File: src/rtl/bp_mem_rr_arbiter.sv
// Round-robin arbiter that lets num_req_p BedRock requesters share one bp_mem.
// Accepted command IDs are queued in order so that in-order responses return to their issuer.
module bp_mem_rr_arbiter #(
   parameter int num_req_p           = 2,
   parameter int max_outstanding_p   = 8,
   parameter int cce_mem_msg_width_p = 64
) (
   input  logic                                     clk_i,
   input  logic                                     reset_n_i,
   input  logic [num_req_p*cce_mem_msg_width_p-1:0] req_cmd_i,
   input  logic [num_req_p-1:0]                     req_cmd_v_i,
   output logic [num_req_p-1:0]                     req_cmd_ready_and_o,
   output logic [num_req_p*cce_mem_msg_width_p-1:0] req_resp_o,
   output logic [num_req_p-1:0]                     req_resp_v_o,
   input  logic [num_req_p-1:0]                     req_resp_yumi_i,
   output logic [cce_mem_msg_width_p-1:0]           mem_cmd_o,
   output logic                                     mem_cmd_v_o,
   input  logic                                     mem_cmd_ready_and_i,
   input  logic [cce_mem_msg_width_p-1:0]           mem_resp_i,
   input  logic                                     mem_resp_v_i,
   output logic                                     mem_resp_yumi_o,
   output logic                                     err_o
);

   localparam int id_w_lp  = $clog2(num_req_p);
   localparam int ptr_w_lp = (max_outstanding_p > 1) ? $clog2(max_outstanding_p) : 1;
   localparam int cnt_w_lp = $clog2(max_outstanding_p + 1);

   typedef logic [id_w_lp-1:0]  id_t;
   typedef logic [ptr_w_lp-1:0] ptr_t;

   // Handshakes: a command moves when valid and ready_and are both high in the same
   // cycle; a response moves when the consumer raises yumi while the response is valid.

   function automatic id_t rr_idx(input id_t base, input int off);
      int s;
      s = int'(base) + off;
      if (s >= num_req_p) s = s - num_req_p;
      return id_t'(s[id_w_lp-1:0]);
   endfunction

   function automatic ptr_t ptr_inc(input ptr_t p);
      return (int'(p) == max_outstanding_p - 1) ? '0 : ptr_t'(p + 1'b1);
   endfunction

   id_t                 rr_ptr_r;
   id_t                 lock_id_r;
   logic                lock_r;
   id_t                 fifo_mem_r [max_outstanding_p];
   ptr_t                wr_ptr_r;
   ptr_t                rd_ptr_r;
   logic [cnt_w_lp-1:0] count_r;
   logic                err_r;

   id_t                 rr_pick;
   id_t                 grant_id;
   id_t                 head_id;
   logic                found;
   logic                fifo_full;
   logic                fifo_empty;
   logic                cmd_v;
   logic                xfer;
   logic                resp_v;
   logic                pop;
   logic                err_evt;
   logic [num_req_p-1:0] head_mask;

   always_comb begin
      found   = 1'b0;
      rr_pick = rr_ptr_r;
      for (int i = 0; i < num_req_p; i++) begin
         if (!found && req_cmd_v_i[rr_idx(rr_ptr_r, i)]) begin
            found   = 1'b1;
            rr_pick = rr_idx(rr_ptr_r, i);
         end
      end
   end

   // A presented but unaccepted command pins the grant so valid/data cannot move.
   assign grant_id   = lock_r ? lock_id_r : rr_pick;
   assign fifo_full  = (count_r == cnt_w_lp'(max_outstanding_p));
   assign fifo_empty = (count_r == '0);
   assign cmd_v      = reset_n_i & ~fifo_full & req_cmd_v_i[grant_id];
   assign xfer       = cmd_v & mem_cmd_ready_and_i;
   assign head_id    = fifo_mem_r[rd_ptr_r];

   always_comb begin
      mem_cmd_o           = '0;
      req_cmd_ready_and_o = '0;
      head_mask           = '0;
      for (int i = 0; i < num_req_p; i++) begin
         if (int'(grant_id) == i) begin
            if (reset_n_i) mem_cmd_o = req_cmd_i[i*cce_mem_msg_width_p +: cce_mem_msg_width_p];
            req_cmd_ready_and_o[i] = xfer;
         end
         head_mask[i] = ~fifo_empty & (int'(head_id) == i);
      end
   end

   assign resp_v          = reset_n_i & mem_resp_v_i & ~fifo_empty;
   assign req_resp_v_o    = head_mask & {num_req_p{resp_v}};
   assign pop             = resp_v & |(req_resp_yumi_i & head_mask);
   assign mem_resp_yumi_o = pop;
   assign mem_cmd_v_o     = cmd_v;
   assign req_resp_o      = reset_n_i ? {num_req_p{mem_resp_i}} : '0;
   assign err_evt         = (mem_resp_v_i & fifo_empty) | |(req_resp_yumi_i & ~head_mask);
   assign err_o           = err_r;

   always_ff @(posedge clk_i) begin
      if (xfer) fifo_mem_r[wr_ptr_r] <= grant_id;
   end

   always_ff @(posedge clk_i or negedge reset_n_i) begin
      if (!reset_n_i) begin
         rr_ptr_r  <= '0;
         lock_id_r <= '0;
         lock_r    <= 1'b0;
         wr_ptr_r  <= '0;
         rd_ptr_r  <= '0;
         count_r   <= '0;
         err_r     <= 1'b0;
      end else begin
         if (xfer) begin
            lock_r   <= 1'b0;
            rr_ptr_r <= rr_idx(grant_id, 1);
            wr_ptr_r <= ptr_inc(wr_ptr_r);
         end else if (cmd_v) begin
            lock_r    <= 1'b1;
            lock_id_r <= grant_id;
         end
         if (pop) rd_ptr_r <= ptr_inc(rd_ptr_r);
         case ({xfer, pop})
            2'b10:   count_r <= count_r + 1'b1;
            2'b01:   count_r <= count_r - 1'b1;
            default: count_r <= count_r;
         endcase
         err_r <= err_r | err_evt;
      end
   end

endmodule
File: config.mk
export PLATFORM = sky130hd
export DESIGN_NAME = bp_mem_rr_arbiter
export DESIGN_NICKNAME = d
export VERILOG_FILES = /design/src/rtl/bp_mem_rr_arbiter.sv
export SDC_FILE = /design/constraint.sdc
export NUM_CORES = 1
export LEC_CHECK = 0
export CORE_AREA = 3 3 154 156
export DETAILED_ROUTE_END_ITERATION = 7
export DIE_AREA = 0 0 157 159
export SLEW_MARGIN = 20
export SYNTH_ARGS = -nofsm -noshare
export SYNTH_HDL_FRONTEND = slang
export SYNTH_SLANG_ARGS = --single-unit
File: constraint.sdc
create_clock -name clk_i -period 3.4 [get_ports clk_i]
set_input_delay 0.68 -clock clk_i [delete_from_list [all_inputs] [get_ports clk_i]]
set_output_delay 0.68 -clock clk_i [all_outputs]
set_load 0.05 [all_outputs]
=== Yosys cells after proc, flatten, opt, wreduce, memory -nomap -nowiden ===
Memory sizes are Yosys's and may differ from the RTL's.
Cells that the tools add are included.

* Output and inout bits: 199
* RAM bits: 8
* Memories: 1
* Bits of input ports: 200
* Memory bits (read-only): 0
* Bits in latches: 0
* Register bits after elaboration: 14

{| class="wikitable"
|+ Memories
! memory !! depth !! bits a word !! read ports !! clocked after Yosys merged registers in !! wr ports !! RTL line !! source
|-
| fifo_mem_r || 8 || 1 || 1 || 0 || 1 || 49 || <nowiki>id_t fifo_mem_r [max_outstanding_p];</nowiki>
|}

* Div/mod/pow operators: 0
* Shift operators: 0
* Equality and inequality tests: 5
* Reductions and logical operators: 8
* $lt $le $gt $ge: 6
* Multipliers: 0
* Bitwise operators: 19
* Add/subtract/negate cells: 9
* Muxes and demuxes: 27

{| class="wikitable"
|+ Operator list
! kind !! number
|-
| 64-bit 2-to-1 mux || 4
|-
| 128-bit 2-to-1 mux || 1
|-
| 1-bit 2-to-1 mux || 19
|-
| 1-bit AND || 9
|-
| 4-bit case mux with 2 select lines || 1
|-
| 3-bit by 1-bit adder with 3-bit output (second input constant) || 2
|-
| 2-bit AND || 3
|-
| 3-bit by 1-bit == test with 1-bit output (second input constant) || 2
|-
| 1-bit by 2-bit < comparator with 1-bit output (second input constant) || 3
|-
| 3-bit 2-to-1 mux || 2
|-
| 1-bit by 1-bit adder with 2-bit output (second input constant) || 2
|-
| 4-bit by 1-bit adder with 4-bit output (second input constant) || 1
|-
| 4-bit == test (second input constant) || 1
|-
| 2-bit >= comparator (second input constant) || 2
|-
| 4-bit logical NOT || 1
|-
| 1-bit NOT || 4
|-
| 2-bit nonzero test || 2
|-
| 2-bit OR reduction || 2
|-
| 4-bit by 1-bit subtractor with 4-bit output (second input constant) || 1
|-
| 1-bit subtractor (second input constant) || 3
|-
| 2-bit by 1-bit == test with 1-bit output (second input constant) || 1
|-
| 2-bit == test (second input constant) || 1
|-
| 1-bit by 2-bit >= comparator with 1-bit output (second input constant) || 1
|-
| 2-bit NOT || 1
|-
| 4 further kinds || 5
|}

=== Longest topological paths before layout ===
Gate-level depths: netlist of the first run.

* Depth in word-level cells: 15
* Mapped depth: 11

=== Worst setup path after synthesis of the first run ===
OpenSTA, ideal clock, no wires.

* Path type: in2out
* Start point: in req_cmd_v_i[1]
* End point: out req_cmd_ready_and_o[0]
* Path buffers: 0
* Arrival: 2.776 ns
* Stages: 4
* Path slack: -0.056 ns
* Required time: 2.720 ns
* Path through: mux2i_1 > a211oi_2 > nand2_1 > nor2_1

* Cells in the longest elaborated chain, start to end: 12
* Elaborated cells between the ends (all ways): 15
* Those cells by class: 11 x mux; 2 x bitwise; 2 x reduce/logical

{| class="wikitable"
|+ Ends and longest elaborated chain
! element !! RTL line !! source
|-
| start: declaration || 11 || <nowiki>input logic [num_req_p-1:0] req_cmd_v_i,</nowiki>
|-
| 1-bit 2-to-1 mux (not written as such) (2 in a row) || 72 || <nowiki>if (!found && req_cmd_v_i[rr_idx(rr_ptr_r, i)]) begin</nowiki>
|-
| 1-bit 2-to-1 mux || 72 ||
|-
| 1-bit logical NOT || 72 ||
|-
| 1-bit logical AND || 72 ||
|-
| 1-bit 2-to-1 mux || 72 ||
|-
| 1-bit 2-to-1 mux || 80 || <nowiki>assign grant_id = lock_r ? lock_id_r : rr_pick;</nowiki>
|-
| 1-bit 2-to-1 mux (not written as such) (*) (2 in a row) || 83 || <nowiki>assign cmd_v = reset_n_i & ~fifo_full & req_cmd_v_i[grant_id];</nowiki>
|-
| 1-bit AND (*) || 83 ||
|-
| via mem_cmd_v_o || 17 || <nowiki>output logic mem_cmd_v_o,</nowiki>
|-
| 1-bit AND (*) || 84 || <nowiki>assign xfer = cmd_v & mem_cmd_ready_and_i;</nowiki>
|-
| 1-bit 2-to-1 mux (*) || 92 || <nowiki>if (int'(grant_id) == i) begin</nowiki>
|-
| end: declaration || 12 || <nowiki>output logic [num_req_p-1:0] req_cmd_ready_and_o,</nowiki>
|}

The timed path passes the listed nets; every way through them passes the cells marked *. The select of a mux whose other input is x is not followed.

=== Worst setup path after layout of the first run ===
* Start point: in req_cmd_v_i[0]
* End point: out mem_cmd_o[18]

* Cells in the longest elaborated chain, start to end: 10
* Elaborated cells between the ends (all ways): 13
* Those cells by class: 11 x mux; 2 x reduce/logical

{| class="wikitable"
|+ Ends and longest elaborated chain
! element !! RTL line !! source
|-
| 1-bit 2-to-1 mux (not written as such) (2 in a row) || 72 ||
|-
| 1-bit 2-to-1 mux || 72 ||
|-
| 1-bit logical NOT || 72 ||
|-
| 1-bit logical AND || 72 ||
|-
| 1-bit 2-to-1 mux (*) || 72 ||
|-
| 1-bit 2-to-1 mux (*) || 80 ||
|-
| 64-bit 2-to-1 mux || 92 ||
|-
| 64-bit 2-to-1 mux || 93 || <nowiki>if (reset_n_i) mem_cmd_o = req_cmd_i[i*cce_mem_msg_width_p +: cce_mem_msg_width_p];</nowiki>
|-
| 64-bit 2-to-1 mux (*) || 92 ||
|-
| end: declaration || 16 || <nowiki>output logic [cce_mem_msg_width_p-1:0] mem_cmd_o,</nowiki>
|}

Mark *: on every way between the ends. The rest lies on a longest branch, timed or not. The select of a mux whose other input is x is not followed.

==> results.cfg, run 1 <==
[finish]
syn2layout_area_growth_pct = 120
drive_gt1_share_pct = 23.0
diodes = 0
fin_nets = 980
fillers = 2425
final_util_pct = 30.4

[route]
drt_iter0_drc = 120
wl_met3_um = 1710
dr.pass1.iters = 4
post-route-drc-count = 0
dr_wl_met2_um = 8640
vias = 4039
vias_per_cell = 3.82
ant_nets = 0
drt-total-wl_um = 17500
top_layer = met4
m1WireLength_um = 6950
wl_per_cell_um = 16.5

[grt]
grt_usage_pct = 12.9
antenna_found_initial = 0
grt_max_degree = 53
grt_pass1_vias = 4146
grt_pass1_wl_um = 25100
grt_overflow = 0

[clocking]
cts_resized = 0
cts.clk_slew.worst_paths_ns = 0.06
cts_htree_levels = 1
hold_buffers = 0
post_cts_buffers = 0
numCtsBuffers = 3
cts_sinks = 22
clock_path_buffers = 2
clk_latency_ns = 0.26
cts_root_buffer = clkbuf_16
cts_tree = built

[floorplanning]
rows = 55
die-height_um = 159
design.core.area_sq_mm = 0.0225
initial_core_util_pct = 13.8
dieArea_sq_mm = 0.0250
die_w_um = 157
ios = 399

[synth]
yosysMostFrequentCell = nand2_1
synthCells = 444
synth_commonest_cells = nand2_1, a21boi_1, and2_1, buf_4, clkbuf_1
syn_area_per_cell_sq_um = 7.01
synth.distinct_cells = 38
ys_async_sr_fraction_pct = 63.6
synth_top_area_share_pct = 16.2
netlist.top_cell.by_area = nand2_1
seq_area_frac_synth_pct = 19.0
synth_area_sq_mm = 0.00311
ys_ff_latch = 22
netlist_top_cells_area = nand2_1, a21boi_1, buf_4
synth_fp_nets = 652
ys.flop_type = dfrtp_1
ys_warn_count = 0
synth_enable_flop_cells = 8

[setup_path]
cp_top_family = buffers and inverters
crit_chain = clkdlybuf4s50_1 > inv_1 > maj3_1 > mux2i_4 > buf_12 > buf_16 > nand2_1 > a21boi_1 > buf_4
cp_max_fo = 32
start_kind = primary input
crit_arrival_ns = 2.65
critPathRequiredTime_ns = 2.72
crit_type = in2out
worst_path_largest_cell_delay_ns = 0.53
critical_path_buf_inv_count = 5
cp-end-kind = output pin
cp_slowest_cell = clkdlybuf4s50_1

[power_and_ir_drop]
switching_power_uw = 2340
switching_share_pct = 56.2
combPwrFrac_pct = 80.5
clkPwrFrac_pct = 8.0
p_int_uw = 1820
p_leak_uw = 0.00303
p_seq_share_pct = 11.6
powerDensity_mw_per_mm2 = 608
vdd_drop_max_mv = 0.347

[placement]
dpl_worst_slack_ns = 0.0679
hpwl_um = 15300
port_buffers = 398
gp_congestion = 0.838

[sta]
fin_crit_sh_pct = 97.9
tightest_slew_ns = 0.565
fin_skew_ns = 0.00448
fmax_ghz = 0.300
tns_ns = 0
finalHoldViolCount = 0
slew_headroom_pct = 61.8
rsz0062_at_grt = yes
final.setup.worst_slack_ns = 0.0719
whs_ns = 0.480
drv_slew = 0
setup_violations = 0
period_needed_ns = 3.33

[worst_hold_path]
hp-class = reg2reg

[run_status]
outcome = finished, final reports clean

[job]
cap_violations = 0
==> placed cells by master (no fill, tap or decap), types with 2 or more instances in the layout <==
| cell type | Yosys | routed |
|---|---|---|
| a21boi_1 | 64 | 62 |
| a21boi_2 | 0 | 2 |
| a21o_1 | 2 | 2 |
| a21oi_1 | 2 | 2 |
| and2_1 | 64 | 64 |
| buf_12 | 0 | 6 |
| buf_4 | 64 | 158 |
| clkbuf_16 | 0 | 3 |
| clkdlybuf4s50_1 | 0 | 250 |
| dfrtp_1 | 14 | 14 |
| edfxtp_1 | 8 | 8 |
| ha_1 | 7 | 7 |
| inv_1 | 5 | 5 |
| mux2_1 | 4 | 4 |
| mux2i_1 | 4 | 3 |
| mux2i_4 | 1 | 2 |
| mux4_1 | 2 | 2 |
| nand2_1 | 134 | 134 |
| nand2b_1 | 3 | 3 |
| nor2_1 | 12 | 11 |
| nor2_2 | 1 | 2 |
| nor3_1 | 3 | 3 |
| o21ai_0 | 3 | 3 |
| xnor2_1 | 2 | 2 |
| xor2_1 | 2 | 2 |
==> per-stage QoR <==
stage / std cells / cell area (sq um) / power (uW)
6_report: 1056 / 6850 / 4160
5_1_grt: 1056 / 6850 / 4430
4_1_cts: 1056 / 6830 / 4210
3_5_place_dp: 1052 / 6730 / 3860
3_3_place_gp: 1052 / 6730 / 3840
2_1_floorplan: 444 / 3120 / 2650
==> final timing paths <==
kind	from	slack [ns]	to	cells past startpoint
hold / removal	err_o$_DFF_PN0_	0.48	err_o$_DFF_PN0_	1
min in group asynchronous	reset_n_i	0.73	wr_ptr_r[2]$_DFFE_PN0P_	2
setup / recovery	req_cmd_v_i[0]	0.07	mem_cmd_o[18]	9
max in group asynchronous	reset_n_i	2.40	rd_ptr_r[2]$_DFFE_PN0P_	2
setup reg to reg	rd_ptr_r[0]$_DFFE_PN0P_	0.46	count_r[3]$_DFFE_PN0P_	11
hold reg to reg	err_o$_DFF_PN0_	0.48	err_o$_DFF_PN0_	1
==> cell families (layout without fill, tap and decap cells) <==
family	count (synthesis)	in the layout	share of synthesized area (%)
simple gates	223	223	33.0
xor+xnor	4	4	1.13
buf+inv	98	425	19.7
flops	22	22	19.0
fa+ha+maj	9	9	3.78
compound gates	77	77	18.2
mux	11	11	5.14
==> layer usage <==
metal / up-vias / GRT usage [%]
li1: 2029 / -
met1: 1816 / 15.3
met2: 181 / 22.9
met3: 13 / 4.65
met4: 0 / 1.67
met5: - / 0
==> power by group through the flow <==
stage | sequential [uW] | clock, uW | combinational [uW]
floorplan | 456 | 0 | 2200
global placement | 485 | 0 | 3350
detailed placement | 488 | 0 | 3380
CTS | 484 | 341 | 3380
global route | 497 | 351 | 3580
finish | 481 | 333 | 3350
==> sequential cells by signal, summed over array words and instances, names as in the netlist <==
register,cells
fifo_mem_r,8
count_r,4
rd_ptr_r,3
wr_ptr_r,3
err_o,1
lock_id_r,1
lock_r,1
rr_ptr_r,1
==> final cells by class <==
class	instances	area (sq um)	area share (%)
repair buffers	415	3840	56.0
multi-input cells	324	1940	28.3
flip-flops and latches	22	591	8.62
well taps	285	357	5.21
clock buffers	3	75.1	1.10
clock inverters	1	30.0	0.438
inverters	6	22.5	0.329
(Power assumes the default switching activity.)
==> inputs of run 2 (changes only) <==
--- a/config.mk
+++ b/config.mk
@@ -5,9 +5,10 @@
 export SDC_FILE = /design/constraint.sdc
 export NUM_CORES = 1
 export LEC_CHECK = 0
-export CORE_AREA = 3 3 154 156
+export ABC_AREA = 1
+export CORE_AREA = 3 3 156 158
 export DETAILED_ROUTE_END_ITERATION = 7
-export DIE_AREA = 0 0 157 159
+export DIE_AREA = 0 0 159 161
 export SLEW_MARGIN = 20
 export SYNTH_ARGS = -nofsm -noshare
 export SYNTH_HDL_FRONTEND = slang
==> run 2 against run 1 <==
Final area increased by 2.1%. Clock power is 3% lower. Global-route usage fell by 0.86 points. Hold slack worse by 0.23 ns. Power decreased by 5.9%. Sequential cell count is the same. First-iteration DRC count grew 63%. Critical path depth unchanged. Worst setup slack better by 0.22 ns. Routed wire length decreased by 2.3%. Fmax increased by 7.1%. Sequential power fell by 5.2%.
==> results.cfg, run 2 <==
[clocking]
numCtsBuffers = 3
clk_latency_ns = 0.25
clock_path_buffers = 2
hold_buffers = 0
post_cts_buffers = 0
cts_tree = built
cts_resized = 0
cts.clk_slew.worst_paths_ns = 0.06
cts_htree_levels = 1
cts_root_buffer = clkbuf_16
cts_sinks = 22

[finish]
final_util_pct = 30.1
syn2layout_area_growth_pct = 107
largest_registers = fifo_mem_r x8, count_r x4
layout_common_cells = clkdlybuf4s50_1, buf_4, nor2_1
fin_nets = 1104
final_cell_area_sq_mm = 0.00700
largest-register = fifo_mem_r
drive_gt1_share_pct = 26.4
largest_reg_flops = 8
layout_commonest_cell = clkdlybuf4s50_1
diodes = 0

[synth]
synth_commonest_cells = nor2_1, nand2_1, inv_1, o21ai_0, buf_4
seq_area_frac_synth_pct = 17.5
synth_top_area_share_pct = 14.2
syn_area_per_cell_sq_um = 5.91
ys_warn_count = 0
netlist.top_cell.by_area = buf_4
ys_ff_latch = 22
synth_enable_flop_cells = 8
synthCells = 571
synth.distinct_cells = 29
ys.flop_type = dfrtp_1
netlist_top_cells_area = buf_4, nor2_1, nand2_1
yosysMostFrequentCell = nor2_1
synth_area_sq_mm = 0.00338
ys_async_sr_fraction_pct = 63.6
synth_fp_nets = 779

[floorplanning]
die_w_um = 159
dieArea_sq_mm = 0.0256
design.core.area_sq_mm = 0.0233
rows = 56
ios = 399
die-height_um = 161
initial_core_util_pct = 14.5

[power_and_ir_drop]
powerDensity_mw_per_mm2 = 560
vdd_drop_max_mv = 0.375
p_leak_uw = 0.00359

[setup_path]
cp_max_fo = 33
critical_path_buf_inv_count = 4
crit_arrival_ns = 2.43
worst_path_largest_cell_delay_ns = 0.46
critPathRequiredTime_ns = 2.72
cp_slowest_cell = clkdlybuf4s50_1
cp_top_family = buffers and inverters
start_kind = primary input
crit_chain = clkdlybuf4s50_1 > clkinv_1 > o21ai_1 > nand2_2 > nand2_4 > buf_4 > o21ai_1 > nor2_1 > buf_4
cp-end-kind = output pin
crit_type = in2out

[sta]
tns_ns = 0
fin_skew_ns = 0.00357
fin_crit_sh_pct = 91.4
finalHoldViolCount = 0
setup_violations = 0
slew_headroom_pct = 62.9
rsz0062_at_grt = no
drv_slew = 0
tightest_slew_ns = 0.554
period_needed_ns = 3.11
fmax_ghz = 0.322

[route]
dr.pass1.iters = 4
ant_nets = 0
drt_iter0_drc = 195
drt-total-wl_um = 17100
vias_per_cell = 3.68
vias = 4465
wl_per_cell_um = 14.1
post-route-drc-count = 0

[grt]
grt_max_degree = 47
grt_usage_pct = 12.1
antenna_found_initial = 0
grt_overflow = 0
grt_pass1_wl_um = 25100
grt_pass1_vias = 4451

[worst_hold_path]
hp-class = in2async

[job]
cap_violations = 0

[placement]
port_buffers = 398
hpwl_um = 14600
place_area_sq_mm = 0.00689
gp_congestion = 0.880

[run_status]
outcome = finished, final reports clean
run 2: cell count changes after synthesis, sizes merged, moves of 4 or more:
cell / change
a21boi: -64
mux2i: -5
nand3: +14
nor2: +136
buf: +10
mux2: -4
nand2: -24
clkbuf: -10
o21ai: +66
and2: -64
inv: +88
run 2: through the flow:
stage | setup slack, ns | power [uW] | hold WS, ns | instances
5_1_grt | 0.153 | 4160 | 0.255 | 1214
3_3_place_gp | 0.265 | 3600 | 0.462 | 1210
2_1_floorplan | 0.475 | 2650 | 0.384 | 571
6_report | 0.292 | 3920 | 0.252 | 1214
3_5_place_dp | 0.249 | 3610 | 0.469 | 1210
4_1_cts | 0.289 | 3950 | 0.254 | 1214
run 2: layout make-up:
type / count / area, sq um
Fill cell: 2594 / 16300
Timing Repair Buffer: 412 / 3780
Multi-Input combinational cell: 362 / 1760
Sequential cell: 22 / 591
Tap cell: 319 / 399
Inverter: 95 / 358
Clock buffer: 3 / 75.1
Clock inverter: 1 / 30.0
run 2: cell families (layout without fill, tap and decap cells):
family	count (synthesis)	after routing	share of synthesized area (%)
and+or+nand+nor	275	275	36.7
buffers and inverters	187	511	30.3
AOI/OAI and AO/OA	76	76	11.6
DFF	22	22	17.5
adders and majority gates	8	8	3.19
xor gates and xnor gates	3	3	0.778
run 2: where the power goes:
part	total [uW]	internal, uW	switching (uW)	leakage, uW
sequential	456	371	85.7	0.000242
combinational	3140	1010	2130	0.00329
clock	324	234	90.3	0.0000511
total	3920	1610	2310	0.00359
run 2: worst paths after layout:
path / start / end / slack, ns / cells after the start
worst max-delay path: req_cmd_v_i[1] / mem_cmd_o[27] / 0.29 / 9
worst min-delay path: reset_n_i / count_r[3]$_DFFE_PN0P_ / 0.25 / 1
worst max register to register: count_r[1]$_DFFE_PN0P_ / count_r[3]$_DFFE_PN0P_ / 0.94 / 13
worst min register to register: rr_ptr_r$_DFFE_PN0P_ / rr_ptr_r$_DFFE_PN0P_ / 0.48 / 2
max in group asynchronous: reset_n_i / count_r[0]$_DFFE_PN0P_ / 2.64 / 3
min in group clk_i: rr_ptr_r$_DFFE_PN0P_ / rr_ptr_r$_DFFE_PN0P_ / 0.48 / 2
run 2: per-layer routing:
layer | GRT usage [%] | wire (um) | vias up
met5 | 0 | 0 | -
met4 | 1.79 | 222 | 0
met3 | 4.23 | 1640 | 18
met2 | 20.8 | 8060 | 247
met1 | 14.9 | 7140 | 1910
li1 | - | - | 2290
==> inputs of run 3 (changes only) <==
--- a/config.mk
+++ b/config.mk
@@ -9,7 +9,6 @@
 export CORE_AREA = 3 3 156 158
 export DETAILED_ROUTE_END_ITERATION = 7
 export DIE_AREA = 0 0 159 161
-export SLEW_MARGIN = 20
 export SYNTH_ARGS = -nofsm -noshare
 export SYNTH_HDL_FRONTEND = slang
 export SYNTH_SLANG_ARGS = --single-unit
==> results of run 3 <==
The final DEF is identical to that of run 2; final timing and power are the same.
